==> config.mk <==
export PLATFORM = sky130hd
export DESIGN_NAME = fifo_burst_reader
export DESIGN_NICKNAME = d
export VERILOG_FILES = /design/src/rtl/fifo_burst_pkg.sv /design/src/rtl/fifo_skid2.sv /design/src/rtl/fifo_burst_reader.sv
export SDC_FILE = /design/constraint.sdc
export NUM_CORES = 1
export LEC_CHECK = 0
export ABC_AREA = 1
export CAP_MARGIN = 20
export CORE_AREA = 5 5 78 80
export CTS_CLUSTER_SIZE = 25
export DETAILED_ROUTE_END_ITERATION = 8
export DIE_AREA = 0 0 83 85
export GPL_TIMING_DRIVEN = 0
export PLACE_DENSITY = 0.86
export SETUP_SLACK_MARGIN = 0.15
export SLEW_MARGIN = 20
export SYNTH_ARGS = -nofsm -noshare
export SYNTH_HDL_FRONTEND = slang
export SYNTH_SLANG_ARGS = --single-unit
==> constraint.sdc <==
create_clock -name clk -period 2.77 [get_ports clk]
set_input_delay 0.277 -clock clk [delete_from_list [all_inputs] [get_ports clk]]
set_output_delay 0.277 -clock clk [all_outputs]
set_load 0.005 [all_outputs]
==> src/rtl/fifo_burst_pkg.sv <==
// Shared types and constants for the burst-mode FIFO read controller.
// Imported by the controller top and its output buffer.
package fifo_burst_pkg;

    typedef enum logic [1:0] {
        IDLE  = 2'd0,
        BURST = 2'd1,
        DRAIN = 2'd2
    } state_t;

    localparam int BCNT_W = 16;

endpackage

==> src/rtl/fifo_skid2.sv <==
// Two-entry {last, data} buffer that absorbs the FIFO read latency.
// Entry 0 is always the head; entry 1 is only used when two words are held.
module fifo_skid2
    import fifo_burst_pkg::*;
#(
    parameter int DATA_WIDTH = 8
) (
    input  logic                  clk,
    input  logic                  rst,
    input  logic                  push,
    input  logic                  push_last,
    input  logic [DATA_WIDTH-1:0] push_data,
    input  logic                  pop,
    output logic [DATA_WIDTH-1:0] head_data,
    output logic                  head_last,
    output logic [1:0]            occ
);

    logic [DATA_WIDTH-1:0] data1;
    logic                  last1;
    logic                  do_pop;
    logic                  do_push;

    assign do_pop  = pop && (occ != 2'd0);
    assign do_push = push && ((occ != 2'd2) || do_pop);

    always_ff @(posedge clk) begin
        if (rst) begin
            head_data <= '0;
            head_last <= 1'b0;
            data1     <= '0;
            last1     <= 1'b0;
            occ       <= 2'd0;
        end else begin
            case ({do_push, do_pop})
                2'b10: begin
                    if (occ == 2'd0) begin
                        head_data <= push_data;
                        head_last <= push_last;
                    end else begin
                        data1 <= push_data;
                        last1 <= push_last;
                    end
                    occ <= occ + 2'd1;
                end
                2'b01: begin
                    head_data <= data1;
                    head_last <= last1;
                    occ       <= occ - 2'd1;
                end
                2'b11: begin
                    // Simultaneous push and pop: occupancy holds, contents shift.
                    if (occ == 2'd1) begin
                        head_data <= push_data;
                        head_last <= push_last;
                    end else begin
                        head_data <= data1;
                        head_last <= last1;
                        data1     <= push_data;
                        last1     <= push_last;
                    end
                end
                default: ;
            endcase
        end
    end

endmodule

==> src/rtl/fifo_burst_reader.sv <==
// Drains a registered-output FIFO in fixed bursts onto a valid/ready stream.
// Reads are throttled so buffered plus in-flight words never exceed two.
module fifo_burst_reader
    import fifo_burst_pkg::*;
#(
    parameter int DATA_WIDTH = 8,
    parameter int CNT_W      = 6,
    parameter int BURST_LEN  = 4
) (
    input  logic                  clk,
    input  logic                  rst,
    input  logic                  fifo_empty,
    input  logic [CNT_W-1:0]      fifo_count,
    input  logic [DATA_WIDTH-1:0] fifo_data,
    output logic                  fifo_rd_en,
    input  logic                  flush,
    output logic [DATA_WIDTH-1:0] m_data,
    output logic                  m_valid,
    input  logic                  m_ready,
    output logic                  m_last,
    output logic                  busy,
    output logic [BCNT_W-1:0]     burst_count
);

    localparam logic [CNT_W-1:0] BURST_LEN_C = CNT_W'(BURST_LEN);

    state_t           state;
    state_t           state_nx;
    logic [CNT_W-1:0] remaining;
    logic [CNT_W-1:0] remaining_nx;
    logic             inflight;
    logic             inflight_last;
    logic [1:0]       occ;
    logic             pop;
    logic [2:0]       pending;

    assign m_valid = (occ != 2'd0);
    assign pop     = m_valid && m_ready;
    assign busy    = (state != IDLE);

    // Words that will occupy the buffer after this edge, excluding a new read.
    assign pending = {1'b0, occ} + {2'b00, inflight} - {2'b00, pop};

    assign fifo_rd_en = (state == BURST) && (remaining != '0)
                        && !fifo_empty && (pending < 3'd2);

    always_comb begin
        state_nx     = state;
        remaining_nx = remaining;
        unique case (state)
            IDLE: begin
                if (fifo_count >= BURST_LEN_C) begin
                    state_nx     = BURST;
                    remaining_nx = BURST_LEN_C;
                end else if (flush && !fifo_empty) begin
                    state_nx     = BURST;
                    remaining_nx = fifo_count;
                end
            end
            BURST: begin
                if (fifo_rd_en) begin
                    remaining_nx = remaining - CNT_W'(1);
                end
                if (remaining_nx == '0) begin
                    state_nx = DRAIN;
                end
            end
            DRAIN: begin
                if (!inflight && ((occ == 2'd0) || ((occ == 2'd1) && pop))) begin
                    state_nx = IDLE;
                end
            end
            default: state_nx = IDLE;
        endcase
    end

    always_ff @(posedge clk) begin
        if (rst) begin
            state         <= IDLE;
            remaining     <= '0;
            inflight      <= 1'b0;
            inflight_last <= 1'b0;
            burst_count   <= '0;
        end else begin
            state         <= state_nx;
            remaining     <= remaining_nx;
            inflight      <= fifo_rd_en;
            inflight_last <= fifo_rd_en && (remaining == CNT_W'(1));
            if (pop && m_last) begin
                burst_count <= burst_count + BCNT_W'(1);
            end
        end
    end

    fifo_skid2 #(
        .DATA_WIDTH(DATA_WIDTH)
    ) u_buf (
        .clk      (clk),
        .rst      (rst),
        .push     (inflight),
        .push_last(inflight_last),
        .push_data(fifo_data),
        .pop      (pop),
        .head_data(m_data),
        .head_last(m_last),
        .occ      (occ)
    );

endmodule
Word-level counts from Yosys, hierarchy flattened. Cells that the tools add are included.

Word-level logic and storage cells: 84. Output and inout port bits: 28. Flip-flop bits (word level): 46. Bits of input ports: 19.

Multiplexer cells: 23. Reductions and logical operators: 29. Add/sub/neg operators: 6. Magnitude comparators: 2. Eq/ne operators: 14.

Operator list (count): $mux W8 (4); $mux W6 (4); $pmux W8 S3 (1); $add A16 B1 Y16 const B (1); $pmux W8 S2 (1); $pmux W6 S2 (1); $logic_and A1 B1 Y1 (11); $ne A2 B2 Y1 const B (5); $reduce_bool A2 Y1 (5); $mux W2 (4); $eq A2 B1 Y1 const B (3); $eq A2 B2 Y1 const B (3); $eq A6 B1 Y1 const B (1); $ge A6 B3 Y1 const B (1); $logic_not A6 Y1 (1); $pmux W2 S3 (1); $reduce_and A3 Y1 (2); $reduce_bool A6 Y1 (1); $sub A6 B1 Y6 const B (1); $logic_not A2 Y1 (2); $mux W1 (4); $pmux W2 S2 (1); $reduce_and A2 Y1 (2); $add A2 B1 Y3 (1); 11 further kinds (13).

Logic depth before layout (Yosys ltp). Gate-level depths: netlist of run 1.

Depth after elaboration: 10. Gate-level depth with buffers: 20. Depth with buffers taken out: 20.

By module. Synthesis of run 1 repeated with hierarchy kept, for this count alone.

Cell total of the unflattened synthesis: 419. Area, all modules: 2781.4 um^2.

Modules (own cells, without submodules): fifo_burst_reader (cells each 243, sequential area each 520.5 um^2, area each 1646.6 um^2, times used 1); fifo_skid2 (cells each 176, sequential area each 400.4 um^2, area each 1134.8 um^2, times used 1).

Worst setup path before layout of run 1. Ideal clock, no wire load.

Kind: reg-to-reg. Start: reg u_buf.occ[1]. End: reg state[0]. Required time: 2.638 ns. Library setup time: 0.132 ns. Path slack: 0.107 ns. Period minus slack after synthesis: 2.663 ns. Arrival time: 2.530 ns. Cell stages (with the launch flop): 19. Path buffers: 0. Path through: dfxtp_1 -> inv_2 -> ha_1 -> nor2_4 -> inv_2 -> nor2_1 -> o21ai_0 -> fa_1 -> nand2_1 -> nor2_2 -> nand3_2 -> nand2_1 -> nand2_1 -> inv_1 -> nand2_1 -> nor2_1 -> nand2_1 -> nand2_1 -> a21oi_1.

Cells in the longest elaborated chain, start to end: 10.

RTL lines: start: declaration (line fifo_skid2.sv:16) `output logic [1:0] occ`; start signal: assignment (line fifo_skid2.sv:44) `occ <= occ + 2'd1;`; start signal: assignment (line fifo_skid2.sv:49) `occ <= occ - 2'd1;`; parallel branches: the longest is 9 deep, another holds $add A2 B1 Y3; $reduce_and A3 Y1 (no source line) *; end signal: assignment (line fifo_burst_reader.sv:85) `state <= state_nx;`; end: declaration (line fifo_burst_reader.sv:27) `state_t state;`.

Every way passes the cells marked *. The select of a mux whose other input is x is not followed. A chain may end at the register's enable or synchronous reset.

Worst setup path in the final report of run 1.
Start: reg u_buf.occ[1]. End: reg state[1].

The elaborated chain is that of the path after synthesis.

==> results of run 1 <==
==> timing repair <==
| item | in CTS | in global routing |
|---|---|---|
| pin swaps | 5 | 13 |
| resized for setup | 18 | 15 |
| endpoints found under the setup margin | 9 | 4 |
| buffers inserted | 3 | 11 |
==> how the worst max path moves through the flow <==
stage | depth (start not counted) | endpoint | startpoint | slack (ps)
after floorplan | 18 | state[0] | u_buf.occ[0] | 170
after global placement | 10 | fifo_rd_en | m_ready | -340
after detailed placement | 10 | fifo_rd_en | m_ready | -390
after CTS | 10 | fifo_rd_en | u_buf.occ[0] | 130
after global routing | 18 | state[0] | u_buf.occ[0] | 20
final | 17 | state[1] | u_buf.occ[1] | 210
==> cell type report <==
type	instances	area [µm²]
fill	473	2080
clock buffer	5	68.8
buffer	7	38.8
clock inverter	3	25.0
multi-input combinational	221	1400
inverter	36	143
sequential	46	928
timing repair buffer	60	563
tap	72	90.1
==> flip-flops by register name, summed over array words and instances (netlist names) <==
name	cells
burst_count	16
u_buf.data1	8
u_buf.head_data	8
remaining	6
state	2
u_buf.occ	2
inflight	1
inflight_last	1
u_buf.head_last	1
u_buf.last1	1
==> worst register-to-register path: stages, from the launching register on <==
cell     delay [ps]
dfxtp_4         370
inv_4            40
ha_4            170
nor2_4          110
inv_4            50
nor2_4          140
o21ai_2          80
fa_1            540
nand2_2          80
nor2_4          170
nand3_4         120
nand2_2         100
nand2_2          60
inv_2            50
nand2_2          50
nor2_4          110
nand4_1         110
a21oi_2         150
==> logic make-up after synthesis <==
family	share of synthesized area [%]
mux	2.48
simple gates	26.5
fa+ha+maj	4.44
buf+inv	7.18
compound gates	18.9
flops	38.0
xor+xnor	2.53
==> Yosys cell counts, types with 2 or more instances <==
cell type | n | area, µm²
dfxtp_1 | 46 | 921
nand2_1 | 44 | 165
nor2_1 | 36 | 135
a21oi_1 | 33 | 165
inv_1 | 32 | 120
o21ai_0 | 29 | 145
nand3_1 | 14 | 70.1
ha_1 | 7 | 87.6
nor2_4 | 7 | 78.8
mux2i_1 | 6 | 60.1
nand4_1 | 4 | 25.0
xor2_1 | 4 | 35.0
clkbuf_1 | 3 | 11.3
inv_2 | 3 | 11.3
nand2_4 | 3 | 33.8
nand3_2 | 3 | 30.0
nor3_2 | 3 | 30.0
o21a_1 | 3 | 22.5
xnor2_1 | 3 | 26.3
a221oi_1 | 2 | 17.5
nand4_2 | 2 | 25.0
nor2_2 | 2 | 12.5
nor3_1 | 2 | 10.0
o21ai_1 | 2 | 10.0
==> routing by layer <==
metal / part of all wire, % / GRT usage, % / vias to the layer above
li1: - / - / 1165
met1: 42 / 19.5 / 1113
met2: 51 / 30.6 / 62
met3: 5.1 / 4.95 / 10
met4: 1.6 / 5.05 / 0
met5: 0 / 0 / -
==> report_power, final <==
part           internal (mW)  switching, mW
clock network          0.183          0.258
registers              0.790         0.0984
logic                  0.706          0.899
==> results.sh, run 1 <==
export IMPL_outcome="finished, final reports clean"
export IMPL_rr_startpoint="u_buf.occ[1]"
export IMPL_clk_latency_ps=310
export IMPL_setup_viol=0
export IMPL_ant_nets=0
export IMPL_startpoint_type="register"
export IMPL_num_rows=27
export IMPL_grt_pass1_wl_mm=9.91
export IMPL_yosys_warnings=0
export IMPL_routed_via_count=2350
export IMPL_p_per_area_nw_per_um2=901
export IMPL_min_from="remaining[4]"
export IMPL_grt_pass1_vias=2144
export IMPL_path_cells="inv_4, ha_4, nor2_4, inv_4, nor2_4, o21ai_2, fa_1, nand2_2, nor2_4, nand3_4, nand2_2, nand2_2, inv_2, nand2_2, nor2_4, nand4_1, a21oi_2"
export IMPL_area_growth_pct=34.5
export IMPL_htreeDepth=2
export IMPL_slew_headroom_pct=58.1
export IMPL_rsz0062_at_grt="yes"
export IMPL_period_share_pct=92.3
export IMPL_crit_path_end_kind="register"
export IMPL_drc=0
export IMPL_required_ps=3010
export IMPL_maxCapViolCount=0
export IMPL_chipWidth_um=83
export IMPL_synth_edff_count=0
export IMPL_vdd_drop_max_mv=0.477
export IMPL_io_buffer_count=46
export IMPL_first_pass_iters=4
export IMPL_power_mw=2.93
export IMPL_place_area_um2=2980
export IMPL_ys_flop_type="dfxtp_1"
export IMPL_syn_num_nets=337
export IMPL_grt_max_degree=17
export IMPL_cts_path_max_buffers=2
export IMPL_synth_cell_types=41
export IMPL_cts_tree="built"
export IMPL_postSynth_asyncResetShare_pct=0
export IMPL_cts_sinks=46
export IMPL_fin_crit_ps=2560
export IMPL_n_antenna_cell=0
export IMPL_layout_common_cells="dfxtp_1, clkdlybuf4s50_1, nand2_1, nor2_1, a21oi_1"
export IMPL_post_drt_wl_per_cell_um=13.8
export IMPL_min_to="remaining[4]"
export IMPL_die_y_um=85
export IMPL_routed_wl_mm=6.21
export IMPL_via_per_inst=5.22
export IMPL_gr_total_overflow=0
export IMPL_fin_ws_ps=213
export IMPL_dpl_hpwl_mm=4.39
export IMPL_cp_num_buf_inv=3
export IMPL_drt_iter0_drc=111
export IMPL_pre_cts_ws_ps=-393
export IMPL_fmax_mhz=391
export IMPL_holdWs_ps=498
export IMPL_layout_drive_gt1_share_pct=19.8
export IMPL_design_area_um2=3260
export IMPL_worst_slew_pin_slew_ps=624
export IMPL_netlist_instances=310
export IMPL_skew_ps=10.1
export IMPL_path_delay_family="simple AND/OR/NAND/NOR gates"
export IMPL_start_util_pct=45.4
export IMPL_reg2reg_slack_ps=210
export IMPL_hold_depth=2
export IMPL_num_io_pins=47
export IMPL_slew_violations=0
export IMPL_ys_seq_elements=46
export IMPL_path_clk_slew_ps=100
export IMPL_slowest_stage="fa_1"
export IMPL_final_cell_count_no_fill=450
export IMPL_grt_total_usage_pct=17.0
export IMPL_utilization_pct=61.0
export IMPL_reg2reg_to="state[1]"
export IMPL_critical_path_max_stage_delay_ps=540
export IMPL_syn_area_um2=2420
export IMPL_worstPathArrival_ps=2800
export IMPL_finalSetupTns_ps=0
export IMPL_placeableCoreArea_um2=5340
export IMPL_rr_worst_depth=17
export IMPL_cts_root_buf="clkbuf_8"
export IMPL_cts_hold_repair_buffers=0
export IMPL_crit_path_max_fanout=5
export IMPL_dp_cells=428
export IMPL_leakage_nw=1.40
export IMPL_gp_routability_congestion=0.863
export IMPL_cts_buffers=5
export IMPL_avgSynthCellArea_um2=7.81
export IMPL_ys_seq_area_share_pct=38.0
export IMPL_final_nets=404
export IMPL_die_area_um2=7060
export IMPL_path_class="reg2reg"
export IMPL_finalHoldViolations=0
export IMPL_hold_class="reg2reg"
export IMPL_antenna_found_initial=0
Power figures use the tool's default switching activity.
==> run 2, diff against run 1 <==
--- a/config.mk
+++ b/config.mk
@@ -7,10 +7,10 @@
 export LEC_CHECK = 0
 export ABC_AREA = 1
 export CAP_MARGIN = 20
-export CORE_AREA = 5 5 78 80
+export CORE_AREA = 4 4 77 79
 export CTS_CLUSTER_SIZE = 25
 export DETAILED_ROUTE_END_ITERATION = 8
-export DIE_AREA = 0 0 83 85
+export DIE_AREA = 0 0 81 83
 export GPL_TIMING_DRIVEN = 0
 export PLACE_DENSITY = 0.86
 export SETUP_SLACK_MARGIN = 0.15
==> run 2 against run 1 <==
  * Largest power group unchanged
  * Highest routed layer unchanged
  * Clock-buffer cell count is the same
  * Die area shrank 4.7%
  * Critical path type is now in2out
  * Wire length shrank 1.6%
  * Clock skew shrank 1.6 ps
==> results.sh, run 2 (synthesis gave the netlist of run 1 again) <==
export IMPL_finalHoldViolations=0
export IMPL_vdd_drop_max_mv=0.424
export IMPL_n_fill_cell=489
export IMPL_startpoint_type="input port"
export IMPL_antenna_found_initial=0
export IMPL_cts_tree="built"
export IMPL_start_util_pct=45.4
export IMPL_path_clk_slew_ps=100
export IMPL_num_rows=27
export IMPL_io_buffer_count=46
export IMPL_cts_hold_repair_buffers=0
export IMPL_via_per_inst=5.10
export IMPL_cts_root_buf="clkbuf_8"
export IMPL_first_pass_iters=4
export IMPL_layout_drive_gt1_share_pct=19.2
export IMPL_die_area_um2=6720
export IMPL_fmax_mhz=384
export IMPL_gp_routability_congestion=0.874
export IMPL_cts_path_max_buffers=2
export IMPL_chipWidth_um=81
export IMPL_rsz0062_at_grt="yes"
export IMPL_path_class="in2out"
export IMPL_place_area_um2=2980
export IMPL_power_mw=3.08
export IMPL_slew_violations=0
export IMPL_routed_wl_mm=6.11
export IMPL_grt_pass1_wl_mm=10.0
export IMPL_internal_power_mw=1.77
export IMPL_p_per_area_nw_per_um2=945
export IMPL_grt_total_usage_pct=18.3
export IMPL_fin_ws_ps=164
export IMPL_p_seq_share_pct=28.9
export IMPL_routed_via_count=2279
export IMPL_layout_common_cells="clkdlybuf4s50_1, dfxtp_1, nand2_1, a21oi_1, nor2_1"
export IMPL_largest_register="burst_count"
export IMPL_utilization_pct=61.0
export IMPL_final_common_cell="clkdlybuf4s50_1"
export IMPL_leakage_nw=1.39
export IMPL_setup_viol=0
export IMPL_area_growth_pct=34.5
export IMPL_clkPwrFrac_pct=15.0
export IMPL_placeableCoreArea_um2=5340
export IMPL_period_share_pct=94.1
export IMPL_pre_cts_ws_ps=-367
export IMPL_ant_nets=0
export IMPL_drc=0
export IMPL_required_ps=2490
export IMPL_power_switching_mw=1.31
export IMPL_hold_class="reg2reg"
export IMPL_cts_sinks=46
export IMPL_multi_input_area_um2=1410
export IMPL_clk_latency_ps=310
export IMPL_drt_iter0_drc=73
export IMPL_rr_worst_depth=18
export IMPL_combPwrFrac_pct=56.1
export IMPL_grt_pass1_vias=2235
export IMPL_final_nets=401
export IMPL_crit_path_end_kind="output pin"
export IMPL_sw_frac_of_total_pct=42.6
export IMPL_holdWs_ps=487
export IMPL_dpl_hpwl_mm=4.25
export IMPL_largest_reg_flops=16
export IMPL_hold_depth=2
export IMPL_worstPathArrival_ps=2330
export IMPL_htreeDepth=2
export IMPL_regArea_um2=928
export IMPL_top_regs="burst_count (16), u_buf.data1 (8), u_buf.head_data (8)"
export IMPL_finalSetupTns_ps=0
export IMPL_grt_max_degree=18
export IMPL_worst_slew_pin_slew_ps=645
export IMPL_maxCapViolCount=0
export IMPL_fin_crit_ps=2610
export IMPL_final_cell_count_no_fill=447
export IMPL_crit_path_max_fanout=5
export IMPL_num_io_pins=47
export IMPL_die_y_um=83
export IMPL_n_antenna_cell=0
export IMPL_outcome="finished, final reports clean"
export IMPL_slew_headroom_pct=56.7
export IMPL_cts_buffers=5
export IMPL_dp_cells=428
export IMPL_post_drt_wl_per_cell_um=13.7
export IMPL_gr_total_overflow=0
export IMPL_design_area_um2=3260
export IMPL_skew_ps=8.54
[run 2: power by group through the flow]
stage / clock, mW / combinational (mW) / sequential [mW]
6_report: 0.462 / 1.73 / 0.888
5_1_grt: 0.494 / 1.89 / 0.905
4_1_cts: 0.464 / 1.43 / 0.885
3_5_place_dp: 0 / 1.25 / 0.892
3_3_place_gp: 0 / 1.23 / 0.891
2_1_floorplan: 0 / 0.865 / 0.880
[run 2: final cells by class]
type | instances | share of cell area [%]
repair buffers | 57 | 16.7
clock inverters | 3 | 0.883
multi-input cells | 221 | 43.4
clock buffers | 5 | 2.11
well taps | 72 | 2.76
inverters | 36 | 4.45
flip-flops and latches | 46 | 28.5
plain buffers | 7 | 1.19
[run 2: what timing repair did]
action                     4_1_cts  5_1_grt
buffers inserted                 5        6
gates cloned                     0        0
pin swaps                        5       14
gates resized for setup         20       17
setup endpoints to repair        9        5
[run 2: metal layers]
metal / track usage (%) / wire [µm] / vias to the layer above
li1: - / - / 1162
met1: 22.6 / 2620 / 1058
met2: 31.7 / 3180 / 50
met3: 2.17 / 204 / 9
met4: 7.22 / 112 / 0
met5: 0 / 0 / -
[run 2: path summary, 6_finish.rpt]
check,from,end,slack (ps)
setup / recovery,m_ready,fifo_rd_en,160
hold / removal,state[1],state[1],490
setup reg to reg,u_buf.occ[0],state[0],250
hold reg to reg,state[1],state[1],490
[run 2: critical path, cell delays in order]
cell and delay [ps]:
clkdlybuf4s50_1 510, inv_1 80, nor2_4 140, inv_4 70, nor2_4 120, o21ai_2 70
fa_1 530, nand3_2 120, buf_6 140, nor2_4 130, buf_2 130
